$ cat src/rtl/scariv_pkg.sv
// Shared types and constants for the instruction buffer: fetch-line entry,
// dispatch slot, and the word-PC helper.
package scariv_pkg;

  localparam int ICACHE_DATA_W = 128;
  localparam int IBUF_WORDS    = ICACHE_DATA_W / 32;
  localparam int WIDX_W        = $clog2(IBUF_WORDS);
  localparam int INST_BUF_SIZE = 6;
  localparam int DISP_SIZE     = 2;
  localparam int VADDR_W       = 39;

  typedef struct packed {
    logic [VADDR_W-1:0]       pc;
    logic [ICACHE_DATA_W-1:0] data;
    logic [WIDX_W-1:0]        start_idx;
    logic [WIDX_W-1:0]        end_idx;
    logic                     taken;
  } ibuf_entry_t;

  typedef struct packed {
    logic [31:0]        inst;
    logic [VADDR_W-1:0] pc;
    logic               pred_taken;
  } disp_slot_t;

  function automatic logic [VADDR_W-1:0] word_pc(input logic [VADDR_W-1:0] line_pc,
                                                 input logic [WIDX_W-1:0]  idx);
    return line_pc + VADDR_W'({idx, 2'b00});
  endfunction

endpackage

$ cat src/rtl/scariv_ibuf_ring_ptr.sv
// Modulo-N ring pointer advancing by 0, 1 or 2 per cycle, with a synchronous clear.
module scariv_ibuf_ring_ptr #(
  parameter int N     = 6,
  parameter int PTR_W = (N > 1) ? $clog2(N) : 1
) (
  input  logic             i_clk,
  input  logic             i_reset,
  input  logic             i_clear,
  input  logic [1:0]       i_inc,
  output logic [PTR_W-1:0] o_ptr
);

  logic [PTR_W:0]   w_sum;
  logic [PTR_W-1:0] w_next;
  logic [PTR_W-1:0] r_ptr;

  // wrap-around add
  always_comb begin
    w_sum = {1'b0, r_ptr} + (PTR_W+1)'(i_inc);
    if (w_sum >= (PTR_W+1)'(N)) begin
      w_next = PTR_W'(w_sum - (PTR_W+1)'(N));
    end else begin
      w_next = w_sum[PTR_W-1:0];
    end
  end

  // pointer register
  always_ff @(posedge i_clk or posedge i_reset) begin
    if (i_reset) begin
      r_ptr <= '0;
    end else if (i_clear) begin
      r_ptr <= '0;
    end else begin
      r_ptr <= w_next;
    end
  end

  assign o_ptr = r_ptr;

endmodule

$ cat src/rtl/scariv_inst_buffer.sv
// Instruction buffer between I-cache fetch and dispatch: a ring of fetch lines
// issuing up to DISP_SIZE program-ordered instructions per cycle.
module scariv_inst_buffer
  import scariv_pkg::*;
(
  input  logic                         i_clk,
  input  logic                         i_reset,
  input  logic                         i_flush,
  input  logic                         i_fetch_valid,
  output logic                         o_fetch_ready,
  input  logic [VADDR_W-1:0]           i_fetch_pc,
  input  logic [ICACHE_DATA_W-1:0]     i_fetch_data,
  input  logic [WIDX_W-1:0]            i_fetch_start_idx,
  input  logic                         i_fetch_taken,
  input  logic [WIDX_W-1:0]            i_fetch_taken_idx,
  output logic                         o_disp_valid,
  input  logic                         i_disp_ready,
  output logic [DISP_SIZE-1:0]         o_disp_inst_valid,
  output logic [DISP_SIZE*32-1:0]      o_disp_inst,
  output logic [DISP_SIZE*VADDR_W-1:0] o_disp_pc,
  output logic [DISP_SIZE-1:0]         o_disp_pred_taken
);

  localparam int PTR_W = $clog2(INST_BUF_SIZE);
  localparam int CNT_W = $clog2(INST_BUF_SIZE + 1);

  ibuf_entry_t              r_entries [INST_BUF_SIZE];
  logic [INST_BUF_SIZE-1:0] r_valid;
  logic [CNT_W-1:0]         r_count;

  logic [PTR_W-1:0]         w_head;
  logic [PTR_W-1:0]         w_tail;
  logic [PTR_W-1:0]         w_next_idx;
  ibuf_entry_t              w_head_e;
  ibuf_entry_t              w_next_e;
  ibuf_entry_t              w_enq_e;
  disp_slot_t               w_slot [DISP_SIZE];
  logic [DISP_SIZE-1:0]     w_slot_vld;
  logic                     w_head_done;
  logic                     w_next_done;
  logic                     w_used_next;
  logic [WIDX_W-1:0]        w_new_wp;
  logic                     w_enq;
  logic                     w_fire;
  logic [1:0]               w_free;
  logic [INST_BUF_SIZE-1:0] w_valid_nxt;

  assign o_fetch_ready = (r_count < CNT_W'(INST_BUF_SIZE));
  assign w_enq         = i_fetch_valid & o_fetch_ready & ~i_flush;
  assign w_fire        = o_disp_valid & i_disp_ready;
  assign w_free        = w_fire ? ({1'b0, w_head_done} + {1'b0, w_next_done}) : 2'd0;

  assign w_next_idx = (w_head == PTR_W'(INST_BUF_SIZE - 1)) ? '0 : w_head + PTR_W'(1);
  assign w_head_e   = r_entries[w_head];
  assign w_next_e   = r_entries[w_next_idx];

  assign w_enq_e.pc        = i_fetch_pc;
  assign w_enq_e.data      = i_fetch_data;
  assign w_enq_e.start_idx = i_fetch_start_idx;
  assign w_enq_e.end_idx   = i_fetch_taken ? i_fetch_taken_idx : WIDX_W'(IBUF_WORDS - 1);
  assign w_enq_e.taken     = i_fetch_taken;

  scariv_ibuf_ring_ptr #(.N(INST_BUF_SIZE), .PTR_W(PTR_W)) u_head_ptr (
    .i_clk   (i_clk),
    .i_reset (i_reset),
    .i_clear (i_flush),
    .i_inc   (w_free),
    .o_ptr   (w_head)
  );

  scariv_ibuf_ring_ptr #(.N(INST_BUF_SIZE), .PTR_W(PTR_W)) u_tail_ptr (
    .i_clk   (i_clk),
    .i_reset (i_reset),
    .i_clear (i_flush),
    .i_inc   ({1'b0, w_enq}),
    .o_ptr   (w_tail)
  );

  // Walk words from the head's word pointer; the head entry's start field
  // doubles as the word pointer, so a partial consume just rewrites it.
  always_comb begin : p_group
    logic              sel;
    logic              alive;
    logic [WIDX_W-1:0] widx;
    ibuf_entry_t       e;
    sel         = 1'b0;
    alive       = r_valid[w_head];
    widx        = w_head_e.start_idx;
    e           = w_head_e;
    w_head_done = 1'b0;
    w_next_done = 1'b0;
    w_used_next = 1'b0;
    for (int s = 0; s < DISP_SIZE; s++) begin
      e                    = sel ? w_next_e : w_head_e;
      w_slot_vld[s]        = alive;
      w_slot[s].inst       = e.data[{widx, 5'b00000} +: 32];
      w_slot[s].pc         = word_pc(e.pc, widx);
      w_slot[s].pred_taken = alive & e.taken & (widx == e.end_idx);
      if (alive && (widx == e.end_idx)) begin
        if (sel) begin
          w_next_done = 1'b1;
        end else begin
          w_head_done = 1'b1;
        end
        if (!sel && !e.taken && r_valid[w_next_idx]) begin
          sel         = 1'b1;
          widx        = w_next_e.start_idx;
          w_used_next = 1'b1;
        end else begin
          alive = 1'b0;
        end
      end else if (alive) begin
        widx = widx + WIDX_W'(1);
      end else begin
        widx = widx;
      end
    end
    w_new_wp = widx;
  end

  // next valid-bit image
  always_comb begin
    w_valid_nxt = r_valid;
    if (w_fire && w_head_done) begin
      w_valid_nxt[w_head] = 1'b0;
    end else begin
      w_valid_nxt = w_valid_nxt;
    end
    if (w_fire && w_next_done) begin
      w_valid_nxt[w_next_idx] = 1'b0;
    end else begin
      w_valid_nxt = w_valid_nxt;
    end
    if (w_enq) begin
      w_valid_nxt[w_tail] = 1'b1;
    end else begin
      w_valid_nxt = w_valid_nxt;
    end
  end

  // occupancy and valid bits
  always_ff @(posedge i_clk or posedge i_reset) begin
    if (i_reset) begin
      r_valid <= '0;
      r_count <= '0;
    end else if (i_flush) begin
      r_valid <= '0;
      r_count <= '0;
    end else begin
      r_valid <= w_valid_nxt;
      r_count <= r_count + CNT_W'(w_enq) - CNT_W'(w_free);
    end
  end

  // line payload and word-pointer update (guarded by valid bits, so no reset)
  always_ff @(posedge i_clk) begin
    if (w_enq) begin
      r_entries[w_tail] <= w_enq_e;
    end
    if (w_fire && !i_flush) begin
      if (!w_head_done) begin
        r_entries[w_head].start_idx <= w_new_wp;
      end else if (w_used_next && !w_next_done) begin
        r_entries[w_next_idx].start_idx <= w_new_wp;
      end
    end
  end

  for (genvar g = 0; g < DISP_SIZE; g++) begin : g_out
    assign o_disp_inst_valid[g]             = w_slot_vld[g];
    assign o_disp_inst[g*32 +: 32]          = w_slot_vld[g] ? w_slot[g].inst : 32'h0;
    assign o_disp_pc[g*VADDR_W +: VADDR_W]  = w_slot_vld[g] ? w_slot[g].pc : {VADDR_W{1'b0}};
    assign o_disp_pred_taken[g]             = w_slot[g].pred_taken;
  end
  assign o_disp_valid = w_slot_vld[0];

  scariv_inst_buffer_chk u_chk (
    .i_clk             (i_clk),
    .i_reset           (i_reset),
    .i_fetch_valid     (i_fetch_valid),
    .i_fetch_taken     (i_fetch_taken),
    .i_fetch_start_idx (i_fetch_start_idx),
    .i_fetch_taken_idx (i_fetch_taken_idx),
    .i_count           (r_count),
    .i_inst_valid      (o_disp_inst_valid)
  );

endmodule

// Protocol and invariant checks for the instruction buffer.
module scariv_inst_buffer_chk
  import scariv_pkg::*;
(
  input logic                                 i_clk,
  input logic                                 i_reset,
  input logic                                 i_fetch_valid,
  input logic                                 i_fetch_taken,
  input logic [WIDX_W-1:0]                    i_fetch_start_idx,
  input logic [WIDX_W-1:0]                    i_fetch_taken_idx,
  input logic [$clog2(INST_BUF_SIZE + 1)-1:0] i_count,
  input logic [DISP_SIZE-1:0]                 i_inst_valid
);

  a_taken_idx: assert property (@(posedge i_clk) disable iff (i_reset)
    (i_fetch_valid && i_fetch_taken) |-> (i_fetch_taken_idx >= i_fetch_start_idx));

  a_count_max: assert property (@(posedge i_clk) disable iff (i_reset)
    i_count <= ($clog2(INST_BUF_SIZE + 1))'(INST_BUF_SIZE));

  a_slot0_first: assert property (@(posedge i_clk) disable iff (i_reset)
    (i_inst_valid != '0) |-> i_inst_valid[0]);

endmodule

$ cat config.mk
export PLATFORM = sky130hd
export DESIGN_NAME = scariv_inst_buffer
export DESIGN_NICKNAME = d
export VERILOG_FILES = /design/src/rtl/scariv_pkg.sv /design/src/rtl/scariv_ibuf_ring_ptr.sv /design/src/rtl/scariv_inst_buffer.sv
export SDC_FILE = /design/constraint.sdc
export NUM_CORES = 2
export LEC_CHECK = 0
export CAP_MARGIN = 15
export CORE_MARGIN = 5
export CORE_UTILIZATION = 30
export DETAILED_ROUTE_END_ITERATION = 12
export PLACE_DENSITY = 0.5
export SETUP_SLACK_MARGIN = 0.1
export SYNTH_ARGS = -nofsm -noshare
export SYNTH_HDL_FRONTEND = slang
export SYNTH_SLANG_ARGS = --single-unit
export TNS_END_PERCENT = 5
$ cat constraint.sdc
create_clock -name i_clk -period 26.1 [get_ports i_clk]
set_clock_uncertainty 0.2 [all_clocks]
set_input_delay 3.915 -clock i_clk [delete_from_list [all_inputs] [get_ports i_clk]]
set_output_delay 3.915 -clock i_clk [all_outputs]
set_load 0.02 [all_outputs]
==> flow_results.org <==
** Run status
- Result of the run :: finished, final reports clean

** Setup path
- The worst setup path is of the reg -> out kind.
- In this run the critical register-to-register path is captured at r_entries[4][4].
- In this run the worst path has a maximum fanout of 89.
- For this run, the slowest stage of the critical path takes 1.04 ns.
- Dominant cell type by count on the critical path :: sky130_fd_sc_hd__a21oi_1
- Critical path required time :: 21.98 ns
- The critical path starts at u_head_ptr.o_ptr[0].
- Startpoint type of the worst setup path :: register
- The signal on the critical path passes through buf_4, a21oi_1, a211oi_1, a21oi_4, inv_1, and3_1, nand2_8, o221ai_4, inv_6, ha_1, a21oi_1, nor4_4, nand4_2, or3_1, a21oi_1, clkdlybuf4s50_1.
- Critical path destination :: o_disp_pc[66]
- Data arrival time of the worst path :: just over 9 ns
- Worst reg2reg path startpoint :: u_head_ptr.o_ptr[0]
- Critical-path cell with the highest stage delay :: sky130_fd_sc_hd__dfrtp_4
- Across all register-to-register paths, the minimum setup slack is 18.39 ns.
- Counting cells, the worst reg-to-reg path comes to 13.
- Crit path capture type :: primary output

** Detailed routing
- Count of nets left with antenna violations after detail routing :: 0
- Dividing the detail-routed via count by the number of cells gives 5.62.
- Drt drc :: 0
- Detailed routing inserted a total of approximately 40k vias.
- First-pass detailed-route iteration total :: 5
- Initial DRC count :: 3481
- Wires add up to 196000 µm.
- Dividing the detail-routed wire length by the instance count gives about 27 µm.

** Synthesis
- Counting every net in the synthesized netlist gives roughly 4.7k.
- Portion of the post-synthesis area used by sequential elements :: 57.9%
- Each instance of the synthesized netlist takes up on average between 10 and 15 µm².
- Summed over its instances, the top area cell type makes up between 50% and 60% of the synthesized netlist area.
- For this run, the leading register cell type out of synthesis is sky130_fd_sc_hd__edfxtp_1.
- Count of flip-flops with a built-in enable after synthesis :: 1032
- In the synthesized netlist the async set-or-reset flop fraction comes to 1.43%.
- In the synthesized netlist, the number of instances is 4514.
- The synthesized netlist occupies a cell area of 0.0542 mm².
- FF+latch count, synth :: 1047
- By area the synthesized netlist is led by sky130_fd_sc_hd__edfxtp_1, sky130_fd_sc_hd__mux2_2, sky130_fd_sc_hd__mux2i_1, sky130_fd_sc_hd__mux4_2, sky130_fd_sc_hd__o21ai_0.
- Largest area contributor in the netlist :: sky130_fd_sc_hd__edfxtp_1
- During synthesis, Yosys emitted a total of 0 warnings.
- Number of distinct standard cells referenced by the synthesized netlist :: 90

** Power
- Reported leakage power :: 19.6 nW
- The worst-case IR drop observed on VDD is 0.0531 mV.
- For this design the ratio of total power to cell area is 63.3 mW/mm².

** Floorplanning
- Floorplan die area :: 0.189 mm²
- After floorplanning, the core was sized to cover 0.180 mm².
- For this configuration, the core starts out at a cell density of 30.1%.
- Number of placed I/O pins :: 325
- Die width :: 435 µm
- From bottom edge to top edge, the die measures roughly 430 µm.
- Number of standard-cell rows in the floorplan :: 156

** Timing
- Fmax :: between 70 and 80 MHz
- Setup total negative slack on the finished layout was measured at 0 ns.
- Of the available clock period, the critical path in the final layout requires 51.0%.
- The total count of hold-check failures in the final report was 0.
- Final setup violation count :: 0
- The worst path needs 13.30 ns of the cycle, external delays included.
- Slew at the pin with the worst max-slew slack :: 1.17 ns
- Worst Slack Setup Final :: 12.80 ns
- Minimum hold slack :: 0.396 ns
- Measured against its own limit, the worst slew margin works out to approximately 22%.
- Setup repair after global routing left no endpoint under its margin.
- Pins Over Slew Limit :: 0

** GRT
- Total track usage :: approximately a fifth
- The number of antenna violations at the first check in global routing is 46.
- Met1 layer usage reported by global route :: between 20 and 30%
- Fraction of met2 tracks used by global routing :: roughly 33%
- Remaining global-route overflow :: 0
- Vias in the first global route :: 39.0k
- The first global-routing pass estimated 280000 µm of wire.
- Met3 usage :: roughly 3.4%
- GR peak layer :: met2
- Entering global routing, the biggest net connects 155 pins.

** Clock tree
- Counting every sink on the clock net gives 1047.
- The tree is rooted in a sky130_fd_sc_hd__clkbuf_16.
- In this run, CTS created clock tree buffers numbering 118.
- TritonCTS built the clock tree.
- At the later pin of the worst-skew pair, clock insertion delay measures ~0.75 ns.
- Clock Tree Buf Depth :: 3
- Buffers inserted during post-CTS setup optimization :: 0
- Number of gates resized after CTS :: 0
- The H-tree generated during clock tree synthesis spans 3 levels.
- The number of hold buffers added after CTS was 0.
- After clock tree synthesis, the clock-pin slew on the worst setup and hold paths is roughly 0.06 ns.

** Flow run
- Max-cap violations in this run came to 0.

** Placement
- HPWL Detailed :: 119000 µm
- In this run the cell area measured after placement is 0.0594 mm².
- Port bufs :: between 300 and 400
- Worst setup timing slack at the placement stage :: 13.53 ns
- Gp weighted congestion :: 0.810

** Layout
- The library cells used most frequently in the layout, excluding fill and tap cells, are sky130_fd_sc_hd__edfxtp_1, sky130_fd_sc_hd__nor2_1, sky130_fd_sc_hd__o21ai_0, sky130_fd_sc_hd__clkdlybuf4s50_1, sky130_fd_sc_hd__a21oi_1.
- Fraction of final layout cells sized beyond drive strength 1 :: 12.6%
- Final instance area :: roughly 0.063 mm²
- Number of nets in the layout :: around 4.8k
- Leaving out fill and tap cells, the most frequent cell in the layout is sky130_fd_sc_hd__edfxtp_1.
- The area growth from synthesis to layout is 17.0%.
- Fillers :: ~18k

** Min path
- Path type of the worst min-delay path :: reg -> reg
per-layer routing:
layer,share of wire (%),up-vias
met5,0.035,-
met1,42,20300
met4,3.7,10
li1,-,17900
met2,48,1582
met3,6.7,322
how the worst min path moves through the flow:
stage,start,end,depth (start not counted)
global route,r_valid[0],r_valid[0],2
global placement,r_count[0],r_count[0],2
CTS,r_count[0],r_count[0],2
detailed placement,r_count[0],r_count[0],2
finish,r_count[0],r_count[0],2
floorplan,r_valid[0],r_valid[0],2
sequential cells by signal, summed over array words and instances (netlist names):
signal,count
r_valid,6
r_count,3
r_entries,1032
u_head_ptr.o_ptr,3
u_tail_ptr.o_ptr,3
critical path: cells and delay by family, from the launching register on:
family / cells / cell delay (ns)
compound gates: 6 / 1.89
buf+inv: 4 / 2.16
flops: 1 / 1.04
simple gates: 5 / 2.64
fa+ha+maj: 1 / 0.50
report_power, final:
group / internal, mW / switching, mW / total [mW] / leakage (nW)
logic: 0.174 / 0.288 / 0.463 / 8.23
clock network: 0.949 / 0.706 / 1.65 / 1.87
registers: 1.88 / 0.0138 / 1.89 / 9.53
total: 3.00 / 1.01 / 4.01 / 19.6
per-stage QoR:
step	power (mW)	std cells	util (%)
after floorplan	2.19	4514	-
after global placement	2.39	6892	33.0
after detailed placement	2.39	6892	33.0
after CTS	4.05	7115	35.1
after global routing	4.14	7125	35.1
final	4.01	7138	35.2
kinds of logic (layout without fill, tap and decap cells):
logic type                 Yosys count  after routing  synth area share (%)
AOI/OAI and AO/OA                 1355           1355                  16.0
and+or+nand+nor                   1124           1124                  9.64
DFF                               1047           1047                  57.9
muxes                              490            490                  11.6
buffers and inverters              410            641                  3.26
xor gates and xnor gates            73             73                  1.19
adders and majority gates           15             15                 0.402
other                                0             23                     0
synthesized netlist by cell type (all sizes together) (11+ instances only):
cell type	number
o22a	14
a221o	76
edfxtp	1032
o311ai	16
nand3	23
and2	15
dfrtp	15
nand2	249
xor2	34
o21a	39
o31ai	15
o21ai	389
nor2	482
mux4	89
inv	23
a31oi	23
xnor2	39
a221oi	22
o22ai	239
o211ai	94
clkbuf	232
mux2	195
nor4	17
ha	11
buf	155
nand2b	105
nor3	133
a211oi	48
o221ai	80
nor2b	31
mux2i	206
a21oi	256
area by class of cell:
class                   instances  area (µm²)  share of cell area, %
diodes                         23        57.6                 0.0909
clock buffers                 139        3050                   4.82
clock inverters                84         816                   1.29
inverters                      23         121                  0.192
multi-input cells            3057       21100                   33.4
flip-flops and latches       1047       31400                   49.5
well taps                    2370        2970                   4.68
repair buffers                395        3810                   6.02
(Power assumes the default switching activity.)
==> RTL edit (same flow settings) <==
The package constant `VADDR_W` goes from 39 to 31.
--- a/src/rtl/scariv_pkg.sv
+++ b/src/rtl/scariv_pkg.sv
@@ -9,3 +9,3 @@
   localparam int DISP_SIZE     = 2;
-  localparam int VADDR_W       = 39;
+  localparam int VADDR_W       = 31;
 
Interface: changed (resized i_fetch_pc and o_disp_pc); port bits go from 325 to 301. No check against the original RTL was run, so the function may have changed too.
==> RTL edit against the original RTL <==
Routed wire length shrank 5.2%; sequential cell count decreased by 48; area after synthesis decreased by 4.8%; total power fell by 5.0%; final area fell by 4.5%; die area is 4.7% lower; global-route usage up 0.050 points; setup slack better by 0.84 ns; critical endpoint is now o_disp_pc[57]; largest power group unchanged.
==> RTL edit: results (changes against the original RTL) <==
| Metric | Value |
|---|---|
| Outcome | finished, final reports clean |
| Average routed wire per standard cell | 27.0 um (-1.7%) |
| Synth area leaders | edfxtp_1 57%, mux2i_1 4.8%, mux4_2 4.0% |
| Sequential area share after synthesis | 58.0% (+0.11 points) |
| Critical Path Slowest Stage Cell | buf_4 |
| HP Start | r_valid[4] |
| Crit-path max FO | 74 (-17%) |
| I/O Buffers | 300 (-7.4%) |
| Final GP Congestion | 0.812 (+0.17%) |
| Share of cells above drive strength 1 | 11.1% (-1.5 points) |
| Nets | 4,639 (-4.0%) |
| Largest net degree at the start of global routing | 219 (+41%) |
| Worst-margin pin slew | 1.16 ns (-0.00257 ns) |
| Min cycle time layout | 12.47 ns (-0.835 ns) |
| Total global-route track usage | 19.9% (+0.050 points) |
| Worst VDD drop | 0.0000618 V (+16%) |
| Final wirelength | 186,000 um (-5.2%) |
| CP arrival | 8.35 ns (-0.84 ns) |
| Number of global-route vias before repair | 37,203 (-4.5%) |
| Slowest cell delay on critical path | 0.73 ns (-0.31 ns) |
| Initial antenna violation count | 41 (-11%) |
| Reg-to-Reg End | u_head_ptr.o_ptr[2] |
| GR Layer Usage met2 | 32.4% (-0.54 points) |
| Post-synth top cells | 984 x edfxtp_1, 453 x nor2_1, 409 x o21ai_0 |
| Top flop regs | r_entries x984, r_valid x6 |
| DRT iter0 DRCs | 3,493 (+0.34%) |
| CTS Buf Count | 116 (-1.7%) |
| Root Driver | clkbuf_16 |
| Post-Synthesis Cells | 4,330 (-4.1%) |
| Pre-antenna DRT Iters | 6 (+1) |
| Vias per inst | 5.55 (-1.2%) |
| Reg2Reg Depth | 18 (+5) |
| Met3 usage | 4.26% (+0.90 points) |
| DP Area | 56,800 um2 (-4.5%) |
| Leakage | 0.0185 uW (-5.7%) |
| Setup crit start | u_head_ptr.o_ptr[2] |
| Inst Count DP | 6,646 (-3.6%) |
| Synth async-reset ratio | 1.50% (+0.069 points) |
| Post-synth EDFFs | 984 (-4.7%) |
| Sw power | 960 uW (-4.8%) |
| Syn Nets | 4,514 (-4.1%) |
| GRT met1 Usage | 25.4% (-0.41 points) |
| Reg-to-reg setup timing slack | 19.13 ns (+0.74 ns) |
| Setup WS pre-CTS | 14.24 ns (+0.710 ns) |
| First-pass GRT wire length | 264,000 um (-5.7%) |
| Unique masters post-synth | 77 (-14%) |
| Met3 WL | 12,600 um (-3.5%) |
| Worst Setup EP | o_disp_pc[57] |
| Hpwl dp | 112,000 um (-6.3%) |
| Met1 Wirelength | 76,900 um (-6.3%) |
==> RTL edit: changes by cell type in the layout (fill, tap and decap cells not counted), sizes merged, moves of 16 or more <==
cell	delta
edfxtp	-48
mux2i	+39
mux2	-67
a31oi	-22
nand2	-31
xor2	-18
a221o	-16
o21ai	+21
o22ai	-57
nor2	-29
a221oi	-17
o221ai	+34
clkdlybuf4s50	-24
==> RTL edit: cells by family (layout without fill, tap and decap cells) <==
logic type / after synthesis / count (layout) / synth area share (%)
buf+inv: 404 / 625 / 3.20
xor+xnor: 52 / 52 / 0.883
fa+ha+maj: 15 / 15 / 0.422
compound gates: 1316 / 1316 / 16.3
other cells: 0 / 24 / 0
flops: 999 / 999 / 58.0
mux: 464 / 464 / 11.5
simple gates: 1080 / 1080 / 9.66
==> RTL edit: worst min-delay path, stage by stage (launching register included) <==
cell	delay (ns)
dfrtp_1	0.40
o221ai_1	0.07
a21oi_1	0.06
==> RTL edit: area by class of cell <==
class                           count  area [um2]
Fill cell                       16672      111000
Sequential cell                   999       29900
Multi-Input combinational cell   2927       20100
Timing Repair Buffer              384        3710
Clock buffer                      149        3070
Tap cell                         2310        2890
Clock inverter                     65         577
Inverter                           27         119
Antenna cell                       24        60.1
==> RTL edit: worst min path at each step <==
stage,end,slack [ns],cells past startpoint
after floorplan,r_valid[0],0.33,2
after global placement,r_valid[4],0.37,2
after detailed placement,r_valid[4],0.37,2
after CTS,r_valid[4],0.38,2
after global routing,r_valid[4],0.40,2
final,r_valid[4],0.38,2
==> RTL edit: power groups by stage <==
stage                     sequential [uW]  combinational [uW]  clock, uW
after floorplan                      1840                 250          0
after global placement               1840                 440          0
after detailed placement             1840                 442          0
after CTS                            1800                 443       1600
after global routing                 1810                 470       1680
final                                1800                 443       1560
